## config.mk

```make
export PLATFORM = sky130hd
export DESIGN_NAME = fp_add_issue
export DESIGN_NICKNAME = d
export VERILOG_FILES = /design/src/rtl/fpu_pkg.sv /design/src/rtl/fp32_classify.sv /design/src/rtl/fp_add_issue.sv
export SDC_FILE = /design/constraint.sdc
export NUM_CORES = 1
export LEC_CHECK = 0
export CAP_MARGIN = 40
export CELL_PAD_IN_SITES_DETAIL_PLACEMENT = 2
export CELL_PAD_IN_SITES_GLOBAL_PLACEMENT = 2
export CORE_UTILIZATION = 27
export CTS_CLUSTER_SIZE = 8
export DETAILED_ROUTE_END_ITERATION = 8
export PLACE_DENSITY = 0.88
export SKIP_CTS_REPAIR_TIMING = 1
export SLEW_MARGIN = 20
export SYNTH_ARGS = -nofsm -noshare
export SYNTH_HDL_FRONTEND = slang
export SYNTH_SLANG_ARGS = --single-unit
```

## constraint.sdc

```tcl
create_clock -name clk_i -period 3.05 [get_ports clk_i]
set_input_delay 0.7625 -clock clk_i [delete_from_list [all_inputs] [get_ports clk_i]]
set_output_delay 0.7625 -clock clk_i [all_outputs]
set_load 0.005 [all_outputs]
```

## src/rtl/fpu_pkg.sv

```systemverilog
// Shared FPU types: fp32 fields, rounding modes, operand classes, issue FSM states.
// Imported by the adder front end and the adder itself.
package fpu_pkg;

  typedef struct packed {
    logic        sign;
    logic [7:0]  exp;
    logic [22:0] frac;
  } fp32_t;

  localparam logic [6:0] RM_RNE = 7'b0000001;
  localparam logic [6:0] RM_RTZ = 7'b0000010;
  localparam logic [6:0] RM_RDN = 7'b0000100;
  localparam logic [6:0] RM_RUP = 7'b0001000;
  localparam logic [6:0] RM_RMM = 7'b0010000;

  localparam logic [31:0] QNAN = 32'h7FFFFFFF;

  typedef enum logic [1:0] {
    ZERO,
    NORMAL,
    INF,
    NAN
  } fp_class_t;

  typedef enum logic [2:0] {
    IDLE,
    CLASSIFY,
    ISSUE,
    WAIT,
    RESP
  } issue_state_t;

endpackage

```

## src/rtl/fp32_classify.sv

```systemverilog
// Combinational fp32 operand classifier; subnormals count as zero.
// Ports: op (fp32_t operand) -> cls (fp_class_t).
module fp32_classify
  import fpu_pkg::*;
(
  input  fp32_t     op,
  output fp_class_t cls
);

  always_comb begin
    cls = NORMAL;
    unique case (1'b1)
      op.exp == 8'h00:
        cls = ZERO;
      op.exp == 8'hFF && op.frac == '0:
        cls = INF;
      op.exp == 8'hFF && op.frac != '0:
        cls = NAN;
      default:
        cls = NORMAL;
    endcase
  end

endmodule

```

## src/rtl/fp_add_issue.sv

```systemverilog
// Adder front end: unpack, classify, order/align operands, issue to the
// adder, resolve zero and cancellation locally, and return the result.
// Ports: req_* request handshake with raw x/y/sub/rm; rsp_* response
// handshake with z and flags; add_* decomposed-operand adder interface.
module fp_add_issue
  import fpu_pkg::*;
#(
  parameter int unsigned TIMEOUT_CYCLES = 16,
  parameter int unsigned SHIFT_SAT      = 26
) (
  input  logic        clk_i,
  input  logic        rst_ni,
  input  logic        req_valid_i,
  output logic        req_ready_o,
  input  logic [31:0] x_i,
  input  logic [31:0] y_i,
  input  logic        sub_i,
  input  logic [6:0]  rm_i,
  output logic        rsp_valid_o,
  input  logic        rsp_ready_i,
  output logic [31:0] z_o,
  output logic        invalid_o,
  output logic        overflow_o,
  output logic        timeout_o,
  output logic        add_ready_o,
  output logic [6:0]  add_rm_o,
  output logic        add_x_sign_o,
  output logic [7:0]  add_x_exp_o,
  output logic [22:0] add_x_frac_o,
  output logic        add_y_sign_o,
  output logic [7:0]  add_y_exp_o,
  output logic [22:0] add_y_frac_o,
  output logic        add_x_greater_o,
  output logic [7:0]  add_exp_shift_o,
  output logic        add_x_inf_o,
  output logic        add_y_inf_o,
  output logic        add_x_nan_o,
  output logic        add_y_nan_o,
  input  logic        add_valid_i,
  input  logic [31:0] add_z_i,
  input  logic        add_invalid_i,
  input  logic        add_overflow_i
);

  localparam int unsigned CW =
    (TIMEOUT_CYCLES > 1) ? $clog2(TIMEOUT_CYCLES) : 1;
  localparam logic [CW-1:0] CNT_LAST = CW'(TIMEOUT_CYCLES - 1);
  localparam logic [7:0] SAT8 = 8'(SHIFT_SAT);

  issue_state_t state_q;
  issue_state_t state_d;

  fp32_t      x_q;
  fp32_t      y_q;
  logic [6:0] rm_q;

  fp_class_t x_cls;
  fp_class_t y_cls;

  logic       greater_q;
  logic [7:0] shift_q;
  logic       x_inf_q;
  logic       y_inf_q;
  logic       x_nan_q;
  logic       y_nan_q;

  logic [CW-1:0] cnt_q;

  logic [31:0] z_q;
  logic        inv_q;
  logic        ovf_q;
  logic        to_q;

  logic        x_zero;
  logic        y_zero;
  logic        special;
  logic        cancel;
  logic        byp;
  logic [31:0] byp_z;
  logic [7:0]  ediff;
  logic [7:0]  shift;
  logic        greater;
  logic        wait_done;

  fp32_classify u_cls_x (
    .op  (x_q),
    .cls (x_cls)
  );

  fp32_classify u_cls_y (
    .op  (y_q),
    .cls (y_cls)
  );

  assign x_zero  = x_cls == ZERO;
  assign y_zero  = y_cls == ZERO;
  assign special = x_cls inside {INF, NAN}
                || y_cls inside {INF, NAN};

  // Equal magnitude, opposite sign; zeros are handled separately.
  assign cancel = !x_zero
               && x_q.exp == y_q.exp
               && x_q.frac == y_q.frac
               && x_q.sign != y_q.sign;

  assign greater = {x_q.exp, x_q.frac} >= {y_q.exp, y_q.frac};

  assign ediff = (x_q.exp >= y_q.exp)
               ? x_q.exp - y_q.exp
               : y_q.exp - x_q.exp;
  assign shift = (ediff > SAT8) ? SAT8 : ediff;

  always_comb begin
    byp   = 1'b0;
    byp_z = '0;
    if (!special) begin
      unique case (1'b1)
        x_zero && y_zero: begin
          byp   = 1'b1;
          byp_z = {x_q.sign & y_q.sign, 31'b0};
        end
        x_zero && !y_zero: begin
          byp   = 1'b1;
          byp_z = y_q;
        end
        !x_zero && y_zero: begin
          byp   = 1'b1;
          byp_z = x_q;
        end
        cancel: begin
          byp   = 1'b1;
          byp_z = '0;
        end
        default: ;
      endcase
    end
  end

  // Valid from the adder wins over the watchdog on the last WAIT cycle.
  assign wait_done = add_valid_i || cnt_q == CNT_LAST;

  always_ff @(posedge clk_i or negedge rst_ni) begin
    if (!rst_ni) begin
      state_q <= IDLE;
    end else begin
      state_q <= state_d;
    end
  end

  always_comb begin
    state_d = state_q;
    unique case (state_q)
      IDLE:     if (req_valid_i) state_d = CLASSIFY;
      CLASSIFY: state_d = byp ? RESP : ISSUE;
      ISSUE:    state_d = WAIT;
      WAIT:     if (wait_done) state_d = RESP;
      RESP:     if (rsp_ready_i) state_d = IDLE;
      default:  state_d = IDLE;
    endcase
  end

  always_ff @(posedge clk_i or negedge rst_ni) begin
    if (!rst_ni) begin
      x_q       <= '0;
      y_q       <= '0;
      rm_q      <= '0;
      greater_q <= 1'b0;
      shift_q   <= '0;
      x_inf_q   <= 1'b0;
      y_inf_q   <= 1'b0;
      x_nan_q   <= 1'b0;
      y_nan_q   <= 1'b0;
      cnt_q     <= '0;
      z_q       <= '0;
      inv_q     <= 1'b0;
      ovf_q     <= 1'b0;
      to_q      <= 1'b0;
    end else begin
      unique case (state_q)
        IDLE: begin
          if (req_valid_i) begin
            x_q  <= fp32_t'(x_i);
            y_q  <= fp32_t'(y_i ^ {sub_i, 31'b0});
            rm_q <= rm_i;
          end
        end
        CLASSIFY: begin
          greater_q <= greater;
          shift_q   <= shift;
          x_inf_q   <= x_cls == INF;
          y_inf_q   <= y_cls == INF;
          x_nan_q   <= x_cls == NAN;
          y_nan_q   <= y_cls == NAN;
          if (byp) begin
            z_q   <= byp_z;
            inv_q <= 1'b0;
            ovf_q <= 1'b0;
            to_q  <= 1'b0;
          end
        end
        ISSUE: begin
          cnt_q <= '0;
        end
        WAIT: begin
          if (add_valid_i) begin
            z_q   <= add_z_i;
            inv_q <= add_invalid_i;
            ovf_q <= add_overflow_i;
            to_q  <= 1'b0;
          end else if (cnt_q == CNT_LAST) begin
            z_q   <= QNAN;
            inv_q <= 1'b0;
            ovf_q <= 1'b0;
            to_q  <= 1'b1;
          end else begin
            cnt_q <= cnt_q + 1'b1;
          end
        end
        default: ;
      endcase
    end
  end

  assign req_ready_o = state_q == IDLE;
  assign add_ready_o = state_q == ISSUE;
  assign rsp_valid_o = state_q == RESP;

  assign z_o        = z_q;
  assign invalid_o  = inv_q;
  assign overflow_o = ovf_q;
  assign timeout_o  = to_q;

  assign add_rm_o        = rm_q;
  assign add_x_sign_o    = x_q.sign;
  assign add_x_exp_o     = x_q.exp;
  assign add_x_frac_o    = x_q.frac;
  assign add_y_sign_o    = y_q.sign;
  assign add_y_exp_o     = y_q.exp;
  assign add_y_frac_o    = y_q.frac;
  assign add_x_greater_o = greater_q;
  assign add_exp_shift_o = shift_q;
  assign add_x_inf_o     = x_inf_q;
  assign add_y_inf_o     = y_inf_q;
  assign add_x_nan_o     = x_nan_q;
  assign add_y_nan_o     = y_nan_q;

endmodule

```

==> results of run 1 <==
## cell usage after synthesis (all sizes together), types with 32 or more instances
master / instances / share of area (%)
mux2: 32 / 5.0
clkbuf: 37 / 1.9
a21oi: 51 / 3.7
o21ai: 86 / 6.0
nor2: 51 / 2.7
a22oi: 32 / 3.4
nand2: 96 / 5.0
inv: 47 / 2.5
dfrtp: 126 / 44
ha: 44 / 7.7
nand2b: 36 / 3.1
## per-stage QoR
step | hold slack (ns) | setup slack, ns | area (µm²)
3_5_place_dp | 0.470 | -0.190 | 10300
4_1_cts | 0.357 | -0.243 | 10900
3_3_place_gp | 0.461 | 0.0930 | 10300
6_report | 0.334 | 0.0153 | 11100
2_1_floorplan | 0.467 | 0.288 | 7160
5_1_grt | 0.369 | -0.112 | 11100
## worst max path at each step
stage                   start            endpoint  slack [ns]  cells after the start
3_5_place_dp   add_x_exp_o[0]  add_exp_shift_o[0]       -0.19                     11
3_3_place_gp   add_x_exp_o[0]  add_exp_shift_o[0]        0.09                      9
6_report       add_x_exp_o[0]  add_exp_shift_o[4]        0.02                     10
2_1_floorplan  add_x_exp_o[3]             z_o[25]        0.29                     12
5_1_grt        add_x_exp_o[0]  add_exp_shift_o[0]       -0.11                     11
4_1_cts        add_x_exp_o[0]  add_exp_shift_o[0]       -0.24                     11
## registers in the layout (all words and copies together) (netlist names), 3 cells and up
name,flops
add_exp_shift_o,8
add_rm_o,7
add_x_exp_o,8
add_x_frac_o,23
add_y_exp_o,8
add_y_frac_o,23
cnt_q,4
state_q,3
z_o,32
## worst register-to-register path: stages (launching register included)
cell and delay (ns):
dfrtp_2 0.45, inv_1 0.09, ha_1 0.20, inv_1 0.08
fa_1 0.41, nand3_1 0.21, a31oi_4 0.18, o221a_2 0.33
o21ai_0 0.30, or3b_1 0.39, o32a_1 0.29
## power groups by stage
stage | clock [mW] | combinational (mW) | sequential (mW)
finish | 2.21 | 7.88 | 3.06
detailed placement | 0 | 7.13 | 3.07
global placement | 0 | 6.78 | 2.99
floorplan | 0 | 3.23 | 3.12
global route | 2.31 | 8.43 | 3.15
CTS | 2.23 | 7.28 | 3.06
## per-layer routing
layer	up-vias	global-route usage (%)
met3	44	4.47
met2	254	39.7
met5	-	0
li1	3340	-
met1	3791	29.8
met4	0	8.01
## layout make-up
cell class / count / area, µm²
fill: 2803 / 15000
multi-input combinational: 562 / 3750
sequential: 126 / 3160
timing repair buffer: 308 / 2950
clock buffer: 18 / 439
tap: 335 / 419
clock inverter: 14 / 181
inverter: 47 / 176
antenna: 2 / 5.00
## kinds of logic (layout without fill, tap and decap cells)
kind of cell	Yosys count	in the layout
AOI/OAI and AO/OA	222	222
buffers and inverters	92	387
DFF	126	126
xor gates and xnor gates	2	2
muxes	33	33
other	0	2
adders and majority gates	46	46
and+or+nand+nor	259	259
==> results_dict.tcl, run 1 <==
set metrics [dict create \
    status "finished, final reports clean" \
    crit_buf_inv 2 \
    std_cell_rows 59 \
    placed_cells 1368 \
    ys_warn_count 0 \
    drv_cap 0 \
    finish.utilization_pct 42.5 \
    layout_commonest_cell "clkdlybuf4s50_1" \
    fin_skew_ns 0.0104 \
    async_flop_share_pct 100 \
    dr.pass1.iters 5 \
    worst_hold_path_type "in -> async" \
    power_frac_comb_pct 59.9 \
    syn_to_final_growth_pct 54.7 \
    worstSetupEndpointType "flop" \
    setup_violations 0 \
    route.met2.wl_um 16600 \
    path_cells "inv_1 -> ha_1 -> inv_1 -> fa_1 -> nand3_1 -> a31oi_4 -> o221a_2 -> o21ai_0 -> or3b_1 -> o32a_1" \
    yosysSeqAreaShare_pct 44.0 \
    m1WireLength_um 14300 \
    vias 7429 \
    ys_ff_latch 126 \
    fin_nets 1219 \
    finalMaxSlewViolations 0 \
    clkSlewWorstSetupHoldPaths_ns 0.06 \
    rrSetupSlack_ns 0.02 \
    synthFlopType "dfrtp_1" \
    track_usage_pct 23.5 \
    switching_share_pct 43.3 \
    dp_hpwl_um 24000 \
    critical-path-max-stage-delay_ns 0.45 \
    most-common-layout-cells "clkdlybuf4s50_1 (231), dfrtp_1 (124), nand2_1 (96), buf_4 (72), o21ai_0 (65)" \
    crit_top_cell "inv_1" \
    htree_levels 4 \
    core-area_um2 26100 \
    synth_top_family_by_area "compound AO/OA/AOI/OAI gates" \
    p_sw_mw 5.69 \
    hold_viol_final 0 \
    critPathTopFamily "compound AO/OA/AOI/OAI gates" \
    r2r-start "add_x_exp_o[0]" \
    start_util_pct 27.5 \
    final_layout_size_suffix_gt1_share_pct 15.6 \
    clock-sinks 126 \
    cts_buffer_depth 2 \
    synth_compound_area_share_pct 19.3 \
    synth.avg_cell_area_um2 9.18 \
    syn_inst 780 \
    critical_path_class "reg -> reg" \
    relSlewSlack_pct 56.8 \
    power.share.clock_pct 16.8 \
    start_kind "flop" \
    overflow 0 \
    drtIter0Drc 536 \
    ir_worst_vdd_mv 0.410 \
    cp_max_fo 7 \
    dieArea_um2 27200 \
    intPower_mw 7.47 \
    antenna_found_initial 2 \
    cp.required_ns 3.36 \
    power_leakage_nw 4.58 \
    min_period_ns 3.03 \
    vias_per_cell 5.26 \
    synthDistinctLibCells 64 \
    syn_nets 937 \
    post-route-period-util_pct 99.5 \
    clockRootBuffer "clkbuf_16" \
    synth.area.mux_share_pct 5.17 \
    reg2reg_depth 10 \
    timing.fmax_ghz 0.330 \
    cp.arrival_ns 3.34 \
    place.gp.congestion 0.883 \
    cts_tree "yes" \
    grt_pass1_wl_um 47500 \
    cts_buffers 17 \
    wl_um 33500 \
    synth-simple-area-share_pct 17.9 \
    p_per_area_nw_per_um2 1190 \
    wl_per_cell_um 23.8 \
    regToRegEndpoint "add_exp_shift_o[4]" \
    power_mw 13.2 \
    tightest_slew_ns 0.632 \
    synth_adder_area_share_pct 8.25 \
    grt_pass1_vias 7997 \
    clkLatencyLatePin_ns 0.43 \
    grt_max_degree 78 \
    die_w_um 165 \
    synth-edff-count 0 \
    drc 0 \
    syn_area_um2 7160 \
    ios 233 \
    die_h_um 165 \
    highest_layer "met4" \
    seqPwrFrac_pct 23.3 \
    synth_xor_area_share_pct 0.245 \
    final_cells 1412 \
    io_buffers 232 \
    wl_met3_um 1810 \
    final.setup.tns_ns 0 \
    ant_nets 0 \
    worst_path_max_delay_cell "dfrtp_2" \
]
Note: power is estimated with default switching activity, not from simulation.
==> run 2, diff against run 1 <==
Settings changed: CORE_UTILIZATION 27 to 29, PLACE_DENSITY 0.88 to 0.93, SLEW_MARGIN 20 to unset.
Clock period 3.05 ns to 3.5 ns, I/O delays scaled along.
==> run 2 against run 1 <==
Total power decreased by 17%. Cell count decreased by 3.3%. Utilization increased by 1.6 points. Sequential power decreased by 7.2%. Global-route usage increased by 2.4 points. Register-to-register slack improved by 0.16 ns. Sequential share of layout area increased by 1.0 points. Combinational power decreased by 21%.
==> results_dict.tcl, run 2 (synthesized netlist as in run 1, its figures left out) <==
set metrics [dict create \
    drv_cap 0 \
    critPathLaunch "add_x_exp_o[0]" \
    start_util_pct 29.5 \
    r2r-start "add_x_exp_o[0]" \
    rsz0062_at_grt "false" \
    power_mw 10.9 \
    worstSetupEndpointType "flop" \
    drc 0 \
    std_cell_rows 57 \
    largest_register_ffs 32 \
    setup_violations 0 \
    die_h_um 159 \
    cts_buffer_depth 2 \
    overflow 0 \
    place_area_um2 10100 \
    fill_cells 2601 \
    cts_buffers 17 \
    status "finished, final reports clean" \
    intPower_mw 6.09 \
    ios 233 \
    power.share.clock_pct 16.7 \
    dieArea_um2 25300 \
    fin_skew_ns 0.0136 \
    layout_commonest_cell "clkdlybuf4s50_1" \
    vias 7318 \
    power_frac_comb_pct 57.1 \
    ir_worst_vdd_mv 0.363 \
    clockRootBuffer "clkbuf_16" \
    antenna_found_initial 2 \
    finalInstanceArea_um2 10700 \
    cp.arrival_ns 3.63 \
    min_period_ns 3.32 \
    wl_per_cell_um 23.7 \
    critical_path_class "reg -> reg" \
    start_kind "flop" \
    worst_hold_path_type "in -> async" \
    clkLatencyLatePin_ns 0.43 \
    ff_latch_area_um2 3150 \
    cp_max_fo 9 \
    most-common-layout-cells "clkdlybuf4s50_1 (231), dfrtp_1 (126), nand2_1 (96), o21ai_0 (65), nor2_1 (51)" \
    p_sw_mw 4.79 \
    place.gp.congestion 0.874 \
    reg2reg_depth 10 \
    wl_um 32400 \
    p_per_area_nw_per_um2 1020 \
    drtIter0Drc 365 \
    grt_pass1_wl_um 50000 \
    rrSetupSlack_ns 0.18 \
    power_leakage_nw 4.37 \
    switching_share_pct 44.0 \
    htree_levels 4 \
    crit_end "add_exp_shift_o[4]" \
    grt_max_degree 71 \
    syn_to_final_growth_pct 49.3 \
    dr.pass1.iters 5 \
    die_w_um 159 \
    regToRegEndpoint "add_exp_shift_o[4]" \
    tightest_slew_ns 0.902 \
    hold_viol_final 0 \
    final_layout_size_suffix_gt1_share_pct 11.6 \
    track_usage_pct 25.9 \
    relSlewSlack_pct 39.0 \
    timing.fmax_ghz 0.301 \
    clkSlewWorstSetupHoldPaths_ns 0.06 \
    post-route-period-util_pct 94.9 \
    multi_input_area_um2 3690 \
    grt_pass1_vias 8179 \
    io_buffers 232 \
    clock-sinks 126 \
    finalMaxSlewViolations 0 \
    fin_nets 1183 \
    dp_hpwl_um 24300 \
    cts_tree "yes" \
    core-area_um2 24200 \
    ant_nets 0 \
    cp.required_ns 3.81 \
    seqPwrFrac_pct 26.2 \
    vias_per_cell 5.36 \
]
## run 2: cell count changes in the layout (fill, tap and decap cells not counted), sizes merged
cell | previous run | this run
clkbuf | 19 | 18
buf | 76 | 41
clkinvlp | 4 | 3
bufinv | 3 | 2
clkinv | 2 | 4
## run 2: final cells by class
class / instances / area share [%]
Multi-Input combinational cell: 562 / 34.5
Sequential cell: 126 / 29.5
Timing Repair Buffer: 272 / 25.0
Clock buffer: 18 / 4.02
Tap cell: 324 / 3.79
Inverter: 47 / 1.65
Clock inverter: 14 / 1.48
Antenna cell: 2 / 0.0468
## run 2: worst min path at each step
stage / end / slack [ns] / depth (start not counted)
2_1_floorplan: add_x_inf_o / 0.47 / 2
3_3_place_gp: z_o[21] / 0.46 / 2
3_5_place_dp: z_o[7] / 0.48 / 2
4_1_cts: add_x_exp_o[6] / 0.48 / 1
5_1_grt: add_x_exp_o[6] / 0.51 / 1
6_report: add_x_exp_o[6] / 0.46 / 1
## run 2: per-layer routing
layer / vias to the layer above / share of wire [%] / GRT usage [%]
li1: 3272 / - / -
met1: 3742 / 42 / 31.5
met2: 238 / 50 / 44.0
met3: 66 / 4.9 / 5.29
met4: 0 / 3.5 / 12.0
met5: - / 0 / 0
## run 2: through the flow
stage          setup TNS, ns  setup WS (ns)  hold WS (ns)  util (%)  std cells
6_report                   0          0.178         0.463      44.1       1365
5_1_grt                    0         0.0166         0.514      44.1       1365
4_1_cts               -0.774         -0.265         0.480      43.9       1363
3_5_place_dp               0         0.0576         0.484      41.5       1331
3_3_place_gp               0          0.305         0.465      41.5       1331
2_1_floorplan              0          0.738         0.473         -        780
## run 2: power groups by stage
| stage | clock, mW | combinational, mW | sequential (mW) |
|---|---|---|---|
| after floorplan | 0 | 2.81 | 2.72 |
| after global placement | 0 | 5.53 | 2.78 |
| after detailed placement | 0 | 5.89 | 2.85 |
| after CTS | 1.85 | 6.07 | 2.84 |
| after global routing | 1.91 | 6.69 | 2.93 |
| final | 1.82 | 6.21 | 2.84 |
## run 2: critical path, cell delays in order (launching register included)
cell     delay (ns)
dfrtp_1        0.44
inv_1          0.10
ha_1           0.20
inv_1          0.07
fa_1           0.43
nand3_1        0.29
a31oi_4        0.24
o221a_2        0.34
o21ai_0        0.37
or3b_1         0.40
o32a_1         0.30
==> run 3, diff against run 2 <==
Settings changed: ABC_CLOCK_PERIOD_IN_PS set to 3500.
==> results of run 3 <==
No change in the layout: final DEF, timing and power equal those of run 2.
